<file path="config.mk">
export PLATFORM = sky130hd
export DESIGN_NAME = axis_pkt_fifo
export DESIGN_NICKNAME = d
export VERILOG_FILES = /design/src/rtl/axis_fifo_pkg.sv /design/src/rtl/axis_fifo_mem.sv /design/src/rtl/axis_pkt_fifo.sv
export SDC_FILE = /design/constraint.sdc
export NUM_CORES = 1
export LEC_CHECK = 0
export CORE_ASPECT_RATIO = 1.2
export CORE_MARGIN = 10
export CORE_UTILIZATION = 25
export DETAILED_ROUTE_END_ITERATION = 10
export DONT_BUFFER_PORTS = 1
export GPL_ROUTABILITY_DRIVEN = 1
export PLACE_DENSITY = 0.37
export SKIP_CTS_REPAIR_TIMING = 1
export SYNTH_ARGS = -nofsm -noshare
export SYNTH_HDL_FRONTEND = slang
export SYNTH_SLANG_ARGS = --single-unit
export TNS_END_PERCENT = 1
</file>
<file path="constraint.sdc">
create_clock -name clk -period 13.9 [get_ports clk]
set_input_delay 2.085 -clock clk [delete_from_list [all_inputs] [get_ports clk]]
set_output_delay 2.085 -clock clk [all_outputs]
set_load 0.03 [all_outputs]
</file>
<file path="src/rtl/axis_fifo_pkg.sv">
// Shared definitions for the AXI-Stream packet FIFO: address-width helper and depth legality check.
package axis_fifo_pkg;

  localparam int MIN_DEPTH = 4;
  localparam int MAX_DEPTH = 256;

  function automatic int addr_w(input int depth);
    return $clog2(depth);
  endfunction

  function automatic bit depth_ok(input int depth);
    return (depth >= MIN_DEPTH) && (depth <= MAX_DEPTH) && ((depth & (depth - 1)) == 0);
  endfunction

endpackage

</file>
<file path="src/rtl/axis_fifo_mem.sv">
// Register-array storage for the packet FIFO: one synchronous write port, one asynchronous read port.
module axis_fifo_mem
  import axis_fifo_pkg::*;
#(
  parameter int WIDTH  = 33,
  parameter int DEPTH  = 16,
  parameter int ADDR_W = addr_w(DEPTH)
) (
  input  logic              clk,
  input  logic              i_we,
  input  logic [ADDR_W-1:0] i_waddr,
  input  logic [WIDTH-1:0]  i_wdata,
  input  logic [ADDR_W-1:0] i_raddr,
  output logic [WIDTH-1:0]  o_rdata
);

  logic [WIDTH-1:0] r_mem [DEPTH];

  always_ff @(posedge clk) begin
    if (i_we) r_mem[i_waddr] <= i_wdata;
  end

  assign o_rdata = r_mem[i_raddr];

endmodule

</file>
<file path="src/rtl/axis_pkt_fifo.sv">
// AXI-Stream FIFO with in-band tlast, level/packet-count/almost-full status.
// Store-and-forward release is enabled by defining AXIS_PKT_FIFO_STORE_FWD_EN (cut-through otherwise).
module axis_pkt_fifo
  import axis_fifo_pkg::*;
#(
  parameter int DATA_W   = 32,
  parameter int DEPTH    = 16,
  parameter int AFULL_TH = DEPTH - 2
) (
  input  logic                       clk,
  input  logic                       rst_n,
  input  logic                       clear,
  input  logic [DATA_W-1:0]          s_tdata,
  input  logic                       s_tlast,
  input  logic                       s_tvalid,
  output logic                       s_tready,
  output logic [DATA_W-1:0]          m_tdata,
  output logic                       m_tlast,
  output logic                       m_tvalid,
  input  logic                       m_tready,
  output logic [$clog2(DEPTH):0]     level,
  output logic [$clog2(DEPTH):0]     pkt_count,
  output logic                       almost_full,
  output logic                       oversize
);

  localparam int ADDR_W = addr_w(DEPTH);
  localparam int PTR_W  = ADDR_W + 1;

  if (!depth_ok(DEPTH)) begin : g_bad_depth
    $error("axis_pkt_fifo: DEPTH must be a power of two in 4..256");
  end

  typedef struct packed {
    logic              tlast;
    logic [DATA_W-1:0] tdata;
  } beat_t;

  // Handshakes: a write beat transfers when s_tvalid && s_tready, a read beat when
  // m_tvalid && m_tready; s_tready depends only on state, and m_tvalid/m_tdata hold until taken.
  logic [PTR_W-1:0] r_wr_ptr, r_rd_ptr, r_pkt_count;
  logic             r_ready_en;
  logic [PTR_W-1:0] w_level;
  logic             w_empty, w_full, w_wr, w_rd, w_valid;
  beat_t            w_wr_beat, w_rd_beat;

  assign w_level   = r_wr_ptr - r_rd_ptr;
  assign w_empty   = (w_level == '0);
  assign w_full    = (w_level == PTR_W'(DEPTH));
  assign w_wr      = s_tvalid && s_tready;
  assign w_rd      = w_valid && m_tready;
  assign w_wr_beat = '{tlast: s_tlast, tdata: s_tdata};

  axis_fifo_mem #(
    .WIDTH (DATA_W + 1),
    .DEPTH (DEPTH),
    .ADDR_W(ADDR_W)
  ) u_mem (
    .clk    (clk),
    .i_we   (w_wr && !clear),
    .i_waddr(r_wr_ptr[ADDR_W-1:0]),
    .i_wdata(w_wr_beat),
    .i_raddr(r_rd_ptr[ADDR_W-1:0]),
    .o_rdata(w_rd_beat)
  );

  // r_ready_en keeps s_tready low while in reset and for nothing longer than the first edge after it.
  always_ff @(posedge clk or negedge rst_n) begin
    if (!rst_n) begin
      r_wr_ptr    <= '0;
      r_rd_ptr    <= '0;
      r_pkt_count <= '0;
      r_ready_en  <= 1'b0;
    end else begin
      r_ready_en <= 1'b1;
      if (clear) begin
        r_wr_ptr    <= '0;
        r_rd_ptr    <= '0;
        r_pkt_count <= '0;
      end else begin
        if (w_wr) r_wr_ptr <= r_wr_ptr + PTR_W'(1);
        if (w_rd) r_rd_ptr <= r_rd_ptr + PTR_W'(1);
        case ({w_wr && s_tlast, w_rd && w_rd_beat.tlast})
          2'b10:   r_pkt_count <= r_pkt_count + PTR_W'(1);
          2'b01:   r_pkt_count <= r_pkt_count - PTR_W'(1);
          default: r_pkt_count <= r_pkt_count;
        endcase
      end
    end
  end

`ifdef AXIS_PKT_FIFO_STORE_FWD_EN
  logic r_oversize, r_cut;

  // A packet larger than the FIFO can never be held whole, so it is released cut-through
  // until its tlast beat leaves.
  always_ff @(posedge clk or negedge rst_n) begin
    if (!rst_n) begin
      r_oversize <= 1'b0;
      r_cut      <= 1'b0;
    end else if (clear) begin
      r_oversize <= 1'b0;
      r_cut      <= 1'b0;
    end else if (w_full && (r_pkt_count == '0)) begin
      r_oversize <= 1'b1;
      r_cut      <= 1'b1;
    end else if (w_rd && w_rd_beat.tlast) begin
      r_cut <= 1'b0;
    end
  end

  assign w_valid  = !w_empty && ((r_pkt_count != '0) || w_full || r_cut);
  assign oversize = r_oversize;
`else
  assign w_valid  = !w_empty;
  assign oversize = 1'b0;
`endif

  assign s_tready    = r_ready_en && !w_full;
  assign m_tvalid    = w_valid;
  assign m_tdata     = w_valid ? w_rd_beat.tdata : '0;
  assign m_tlast     = w_valid && w_rd_beat.tlast;
  assign level       = w_level;
  assign pkt_count   = r_pkt_count;
  assign almost_full = (w_level >= PTR_W'(AFULL_TH));

endmodule

</file>
=== After elaboration in Yosys (flattened, before gate mapping) ===
Memory sizes are Yosys's and may differ from the RTL's.
Index checks and enable logic that the tools add are counted.
Widths: inputs -> output; s select.

* Output and inout bits: 47
* Memory bits (writable): 528
* Logic and storage cells: 37
* Memories: 1
* Bits in registers: 16
* Bits of input ports: 38

{| class="wikitable"
|+ Memories
! memory !! depth !! bits a word !! read ports !! clocked after Yosys merged registers in !! wr ports !! RTL line !! source
|-
| u_mem.r_mem || 16 || 33 || 1 || 0 || 1 || axis_fifo_mem.sv:17 || <nowiki>logic [WIDTH-1:0] r_mem [DEPTH];</nowiki>
|}

* Add/sub/neg operators: 5
* Reductions and logical operators: 14
* Magnitude comparators: 1
* Equal/unequal tests: 3
* Mux-type cells: 9

{| class="wikitable"
|+ Operators with widths
! kind !! number
|-
| $mux 32 || 1
|-
| $mux 5 || 5
|-
| $add 5x1->5 const B || 3
|-
| $pmux 5 s2 || 1
|-
| $logic_and 1x1->1 || 7
|-
| $eq 5x5->1 const B || 1
|-
| $ge 5x4->1 const B || 1
|-
| $logic_not 5->1 || 1
|-
| $sub 5x1->5 const B || 1
|-
| $sub 5x5->5 || 1
|-
| $reduce_bool 2->1 || 2
|-
| $logic_not 1->1 || 3
|-
| $reduce_bool 3->1 || 1
|-
| $eq 2x1->1 const B || 1
|-
| $eq 2x2->1 const B || 1
|-
| $mux 1 || 2
|}

=== Logic depth before layout (Yosys ltp) ===
* Word-level depth: 9
* Depth in mapped cells: 19
* Mapped depth without buffers: 16

=== By module ===
From an unflattened synthesis, not the netlist that was laid out.

* Cell total of the unflattened synthesis: 988
* Area total of the unflattened synthesis: 21331.7 um^2

{| class="wikitable"
|+ By module, submodules not included
! module !! times used !! area an instance (um^2) !! cells an instance
|-
| axis_fifo_mem || 1 || 19970.4 || 831
|-
| axis_pkt_fifo || 1 || 1361.3 || 157
|}

=== Worst setup path after synthesis ===
No wires, ideal clock.

* Path type: input-to-reg
* From: input s_tvalid
* To: memory u_mem.r_mem[10][0], enable pin
* Stages: 4
* Slack: 8.462 ns
* Arrival: 4.974 ns
* Buffers on the path: 0
* Cells stage by stage: nand2_1 a31oi_2 nand2_1 nor3_1

* Cells in the longest elaborated chain, start to end: 4

{| class="wikitable"
|+ Ends and longest elaborated chain
! what !! RTL line !! source
|-
| start, declared || axis_pkt_fifo.sv:15 || <nowiki>input logic s_tvalid,</nowiki>
|-
| $logic_and 1x1->1 || axis_pkt_fifo.sv:50 || <nowiki>assign w_wr = s_tvalid && s_tready;</nowiki>
|-
| $logic_and 1x1->1 || axis_pkt_fifo.sv:60 || <nowiki>.i_we (w_wr && !clear),</nowiki>
|-
| $mux 1 || axis_fifo_mem.sv:20 || <nowiki>if (i_we) r_mem[i_waddr] <= i_wdata;</nowiki>
|-
| $mux 1 (implied by the code) || axis_fifo_mem.sv:20 ||
|-
| end, declared || axis_fifo_mem.sv:17 ||
|}

Every way passes these cells.

=== Final worst setup path ===
* From: register r_rd_ptr[0]
* To: output m_tdata[29]

* Cells in the longest elaborated chain, start to end: 3
* Elaborated cells between the ends (all ways): 4

{| class="wikitable"
|+ Ends and longest elaborated chain
! what !! RTL line !! source
|-
| start, declared || axis_pkt_fifo.sv:41 || <nowiki>logic [PTR_W-1:0] r_wr_ptr, r_rd_ptr, r_pkt_count;</nowiki>
|-
| start signal, assigned || axis_pkt_fifo.sv:82 || <nowiki>if (w_rd) r_rd_ptr <= r_rd_ptr + PTR_W'(1);</nowiki>
|-
| $sub 5x5->5 || axis_pkt_fifo.sv:47 || <nowiki>assign w_level = r_wr_ptr - r_rd_ptr;</nowiki>
|-
| $logic_not 5->1 || axis_pkt_fifo.sv:48 || <nowiki>assign w_empty = (w_level == '0);</nowiki>
|-
| $mux 32 (*) || axis_pkt_fifo.sv:121 || <nowiki>assign m_tdata = w_valid ? w_rd_beat.tdata : '0;</nowiki>
|-
| end, declared || axis_pkt_fifo.sv:17 || <nowiki>output logic [DATA_W-1:0] m_tdata,</nowiki>
|}

Every way passes the cells marked *; elsewhere a longest branch is shown, timed or not.

==> results.txt <==
----------------------------------------------------
[Status]
  Status ... complete, no violations

[Synthesis]
  Synthesis warning total ... 0
  Avg Synthesized Cell Area ... about 23 um^2
  Post-Syn Area ... roughly 0.021 mm^2
  Number of enable-type register cells in the synthesized netlist ... 528
  Number of distinct standard cells referenced by the synthesized netlist ... 40
  Main synth FF type ... edfxtp_1
  Synthesized netlist net count ... between 900 and 1000
  FFs w/ async S/R, synth ... ~3%
  Seq cells post-synth ... 544
  Number of instances in the synthesized netlist ... just over 900
  Share of synthesized area occupied by flip-flops and latches ... between 70% and 80%

[Critical path]
  Reg-to-Reg End ... pkt_count[4]$_DFFE_PN0P_
  Crit path required time ... approximately 12 ns
  Setup crit end kind ... primary output
  Kind of cell adding the most delay to the critical path ... buffers and inverters
  CP Max Fanout ... between 40 and 50
  Slowest library cell on the worst path ... dfrtp_4
  Count of buffering cells on the critical path with inverters included ... 3
  Startpoint of the most critical register-to-register path ... r_rd_ptr[0]$_DFFE_PN0P_
  Worst-case register-to-register setup slack ... roughly 7.8 ns
  Critical path launch point type ... register
  Most used cell, CP ... buf_4
  Classification of the worst setup path ... reg -> out
  Cell depth of the worst flop-to-flop path ... 15
  Arrival time of data at the critical path endpoint ... 5.24 ns
  Ordered cell list for the critical path ... buf_4 -> buf_4 -> buf_4 -> mux4_2 -> mux4_2 -> and2_1
  Critical Path Max Stage Delay ... ~0.84 ns

[Route]
  Post-DR vias/cell ... approximately 4.4
  Total wirelength of the detailed-routed design ... between 50000 and 60000 um
  First-iteration detailed-routing DRC count ... 576
  Routed wirelength normalized by instance count ... ~26 um
  Number of vias after detailed routing ... 9299
  First-pass detailed-route iteration total ... 4
  Detailed-route DRC error count ... 0
  Final ANT Viol Nets ... 0

[Clock tree]
  Clk Tree Root Cell ... clkbuf_16
  TritonCTS Buffers ... between 50 and 60
  CTS HTree Levels ... 2
  Skew-Pair Late Insertion Delay ... roughly 0.6 ns
  Clock slew seen by the registers of the worst setup and hold paths ... approximately 0.060 ns
  Bufs on Longest Clock Path ... 3
  Clock net sink count ... approximately 540
  CTS tree ... done

[Place]
  Cell count after placement ... between 2000 and 2500
  Count of input and output buffers ... 0
  Routability-driven placement congestion ratio ... roughly 0.66
  Final HPWL DP ... roughly 27000 um

[STA]
  Fin Clk Skew ... between 0.01 and 0.015 ns
  Final Max Tran Viols ... 0
  Final Hold Violating Endpoints ... 0
  Final TNS setup ... 0 ns
  Slew of the pin with the lowest slew margin ... 1.02 ns
  Shortest period the worst path allows ... approximately 7.3 ns
  Period utilisation layout ... between 50 and 60%
  Highest attainable clock frequency ... roughly 140 MHz
  RSZ-0062 raised after global routing ... no
  Headroom to the max-slew limit ... 32.1%
  Final setup violation count ... 0

[Layout]
  Area growth, synth to finish ... 15.6%
  Reg area ... around 0.016 mm^2
  Total Nets Final ... just over 1000
  Area of the multi-input gates ... between 0.004 and 0.005 mm^2
  Final cell count without fillers ... 2118
  Fraction of final layout cells with drive strength greater than 1 ... between 20 and 30%
  Number of fillers in the final layout ... ~8200

[Floorplan]
  Number of top-level pins ... 85
  Core Footprint ... between 0.08 and 0.09 mm^2
  Die Ht ... around 340 um
  Die boundary width ... ~290 um
  Row count ... 116
  Initial cell density of the core ... ~25%
  Full die area ... between 0.09 and 0.1 mm^2

[Global routing]
  Number of antenna violations at the first check in global routing ... 1
  Overall track demand over capacity in global routing ... approximately 11%
  Global-route wire length before repair ... between 70000 and 80000 um
  Vias in the first global route ... slightly above 10000
  Overall overflow remaining after global route ... 0
  Largest net degree at the start of global routing ... between 50 and 60

[Power]
  Power Density ... roughly 170 mW/mm^2
  Peak supply drop ... roughly 0.18 mV
  Total power consumption of the routed design ... approximately 4.3 mW
  Leak pwr ... approximately 7.3 nW

[Worst hold path]
  Number of instances on the worst hold path ... 2
  Hold path endpoint ... r_rd_ptr[4]$_DFFE_PN0P_
  Origin of the worst min-delay path ... r_rd_ptr[4]$_DFFE_PN0P_
  Class of the most critical hold timing path ... reg -> reg

[Flow run]
  Max Cap Viol ... 0

----------------------------------------------------
synth_stat cells (all sizes together), types with 2 or more instances:
library cell | n | area share, %
ha | 12 | 0.71
buf | 25 | 0.57
nand2 | 5 | 0.088
nand3 | 5 | 0.12
mux4 | 165 | 18
and2 | 33 | 0.97
nor2b | 2 | 0.059
nand4 | 3 | 0.088
nor3 | 5 | 0.12
a21oi | 4 | 0.094
nand3b | 2 | 0.071
xnor2 | 10 | 0.48
clkbuf | 20 | 0.35
nor2 | 31 | 0.55
edfxtp | 528 | 75
nand2b | 6 | 0.18
conb | 2 | 0.035
dfrtp | 16 | 1.9
fa | 2 | 0.19
mux2i | 3 | 0.14
xor2 | 6 | 0.25
a31oi | 3 | 0.12
inv | 13 | 0.23
per-layer routing:
metal	share of wire, %	track usage, %	vias up
li1	-	-	3907
met1	44	14.3	5160
met2	49	18.3	160
met3	4.9	2.63	72
met4	2.0	2.91	0
met5	0	0	-
worst max path at each step:
stage	depth (start not counted)	to	slack [ns]	startpoint
2_1_floorplan	4	u_mem.r_mem[10][0]$_DFFE_PP_	8.46	s_tvalid
3_3_place_gp	6	m_tdata[29]	6.97	r_rd_ptr[0]$_DFFE_PN0P_
3_5_place_dp	6	m_tdata[29]	6.96	r_rd_ptr[0]$_DFFE_PN0P_
4_1_cts	6	m_tdata[29]	6.29	r_rd_ptr[0]$_DFFE_PN0P_
5_1_grt	6	m_tdata[29]	6.06	r_rd_ptr[0]$_DFFE_PN0P_
6_report	6	m_tdata[29]	6.58	r_rd_ptr[0]$_DFFE_PN0P_
power by group:
part,internal (mW),switching (mW)
sequential,1.82,0.0579
combinational,0.382,0.563
clock,0.838,0.626
area by class of cell:
| type | instances | share of cell area [%] |
|---|---|---|
| inverter | 13 | 0.204 |
| clock buffer | 74 | 6.16 |
| clock inverter | 27 | 1.04 |
| sequential | 544 | 66.3 |
| tap | 1121 | 5.72 |
| timing repair buffer | 27 | 0.827 |
| multi-input combinational | 310 | 19.7 |
| antenna | 2 | 0.0204 |
registers in the layout, indices dropped and copies added (netlist names):
name         cells
u_mem.r_mem    528
pkt_count        5
r_rd_ptr         5
r_wr_ptr         5
r_ready_en       1
cells in the final DEF, fill, tap and decap left out, types with 2 or more instances in the layout:
master      synthesis  final
a21oi_1             4      4
a31oi_1             2      2
and2_1             33     33
buf_4               1     27
bufinv_16           0      4
clkbuf_1           20     16
clkbuf_16           0     58
clkinv_1            0     10
clkinv_2            0      7
clkinvlp_4          0      3
conb_1              2      2
dfrtp_1            16     13
dfrtp_4             0      2
diode_2             0      2
edfxtp_1          528    528
fa_1                2      2
ha_1               12     12
inv_1               8      8
inv_2               5      4
inv_6               0      2
mux2i_1             3      3
mux4_2            165    165
nand2_1             5      5
nand2b_1            6      6
nand3_1             5      5
nand3b_1            2      2
nand4_1             3      3
nor2_1             31     19
nor2_4              0     12
nor2b_1             2      2
nor3_2              0      4
xnor2_1             8      8
xnor2_2             2      2
xor2_1              6      6
worst min-delay path, cell delays in order, from the launching register on:
cell and delay [ns]:
dfrtp_1 0.38, xor2_1 0.08, nor2_1 0.07
metrics by stage:
stage / hold WS [ns] / utilization (%) / instance area, um^2 / setup slack (ns)
5_1_grt: 0.616 / 29.3 / 24500 / 6.06
3_3_place_gp: 0.550 / 27.2 / 22700 / 6.97
3_5_place_dp: 0.564 / 27.2 / 22700 / 6.96
6_report: 0.569 / 29.3 / 24500 / 6.58
2_1_floorplan: 0.523 / - / 21200 / 8.46
4_1_cts: 0.578 / 29.3 / 24500 / 6.29
kinds of logic (layout without fill, tap and decap cells):
kind of cell	after synthesis	in the layout	synth area share [%]
flip-flops	544	544	76.6
multiplexers	169	169	17.7
adder cells (fa/ha/maj)	14	14	0.896
AO/OA/AOI/OAI	13	13	0.484
XOR/XNOR	16	16	0.731
other	2	4	0.0354
buffers and inverters	58	141	1.15
AND/OR/NAND/NOR	96	96	2.37
(Power assumes the default switching activity.)
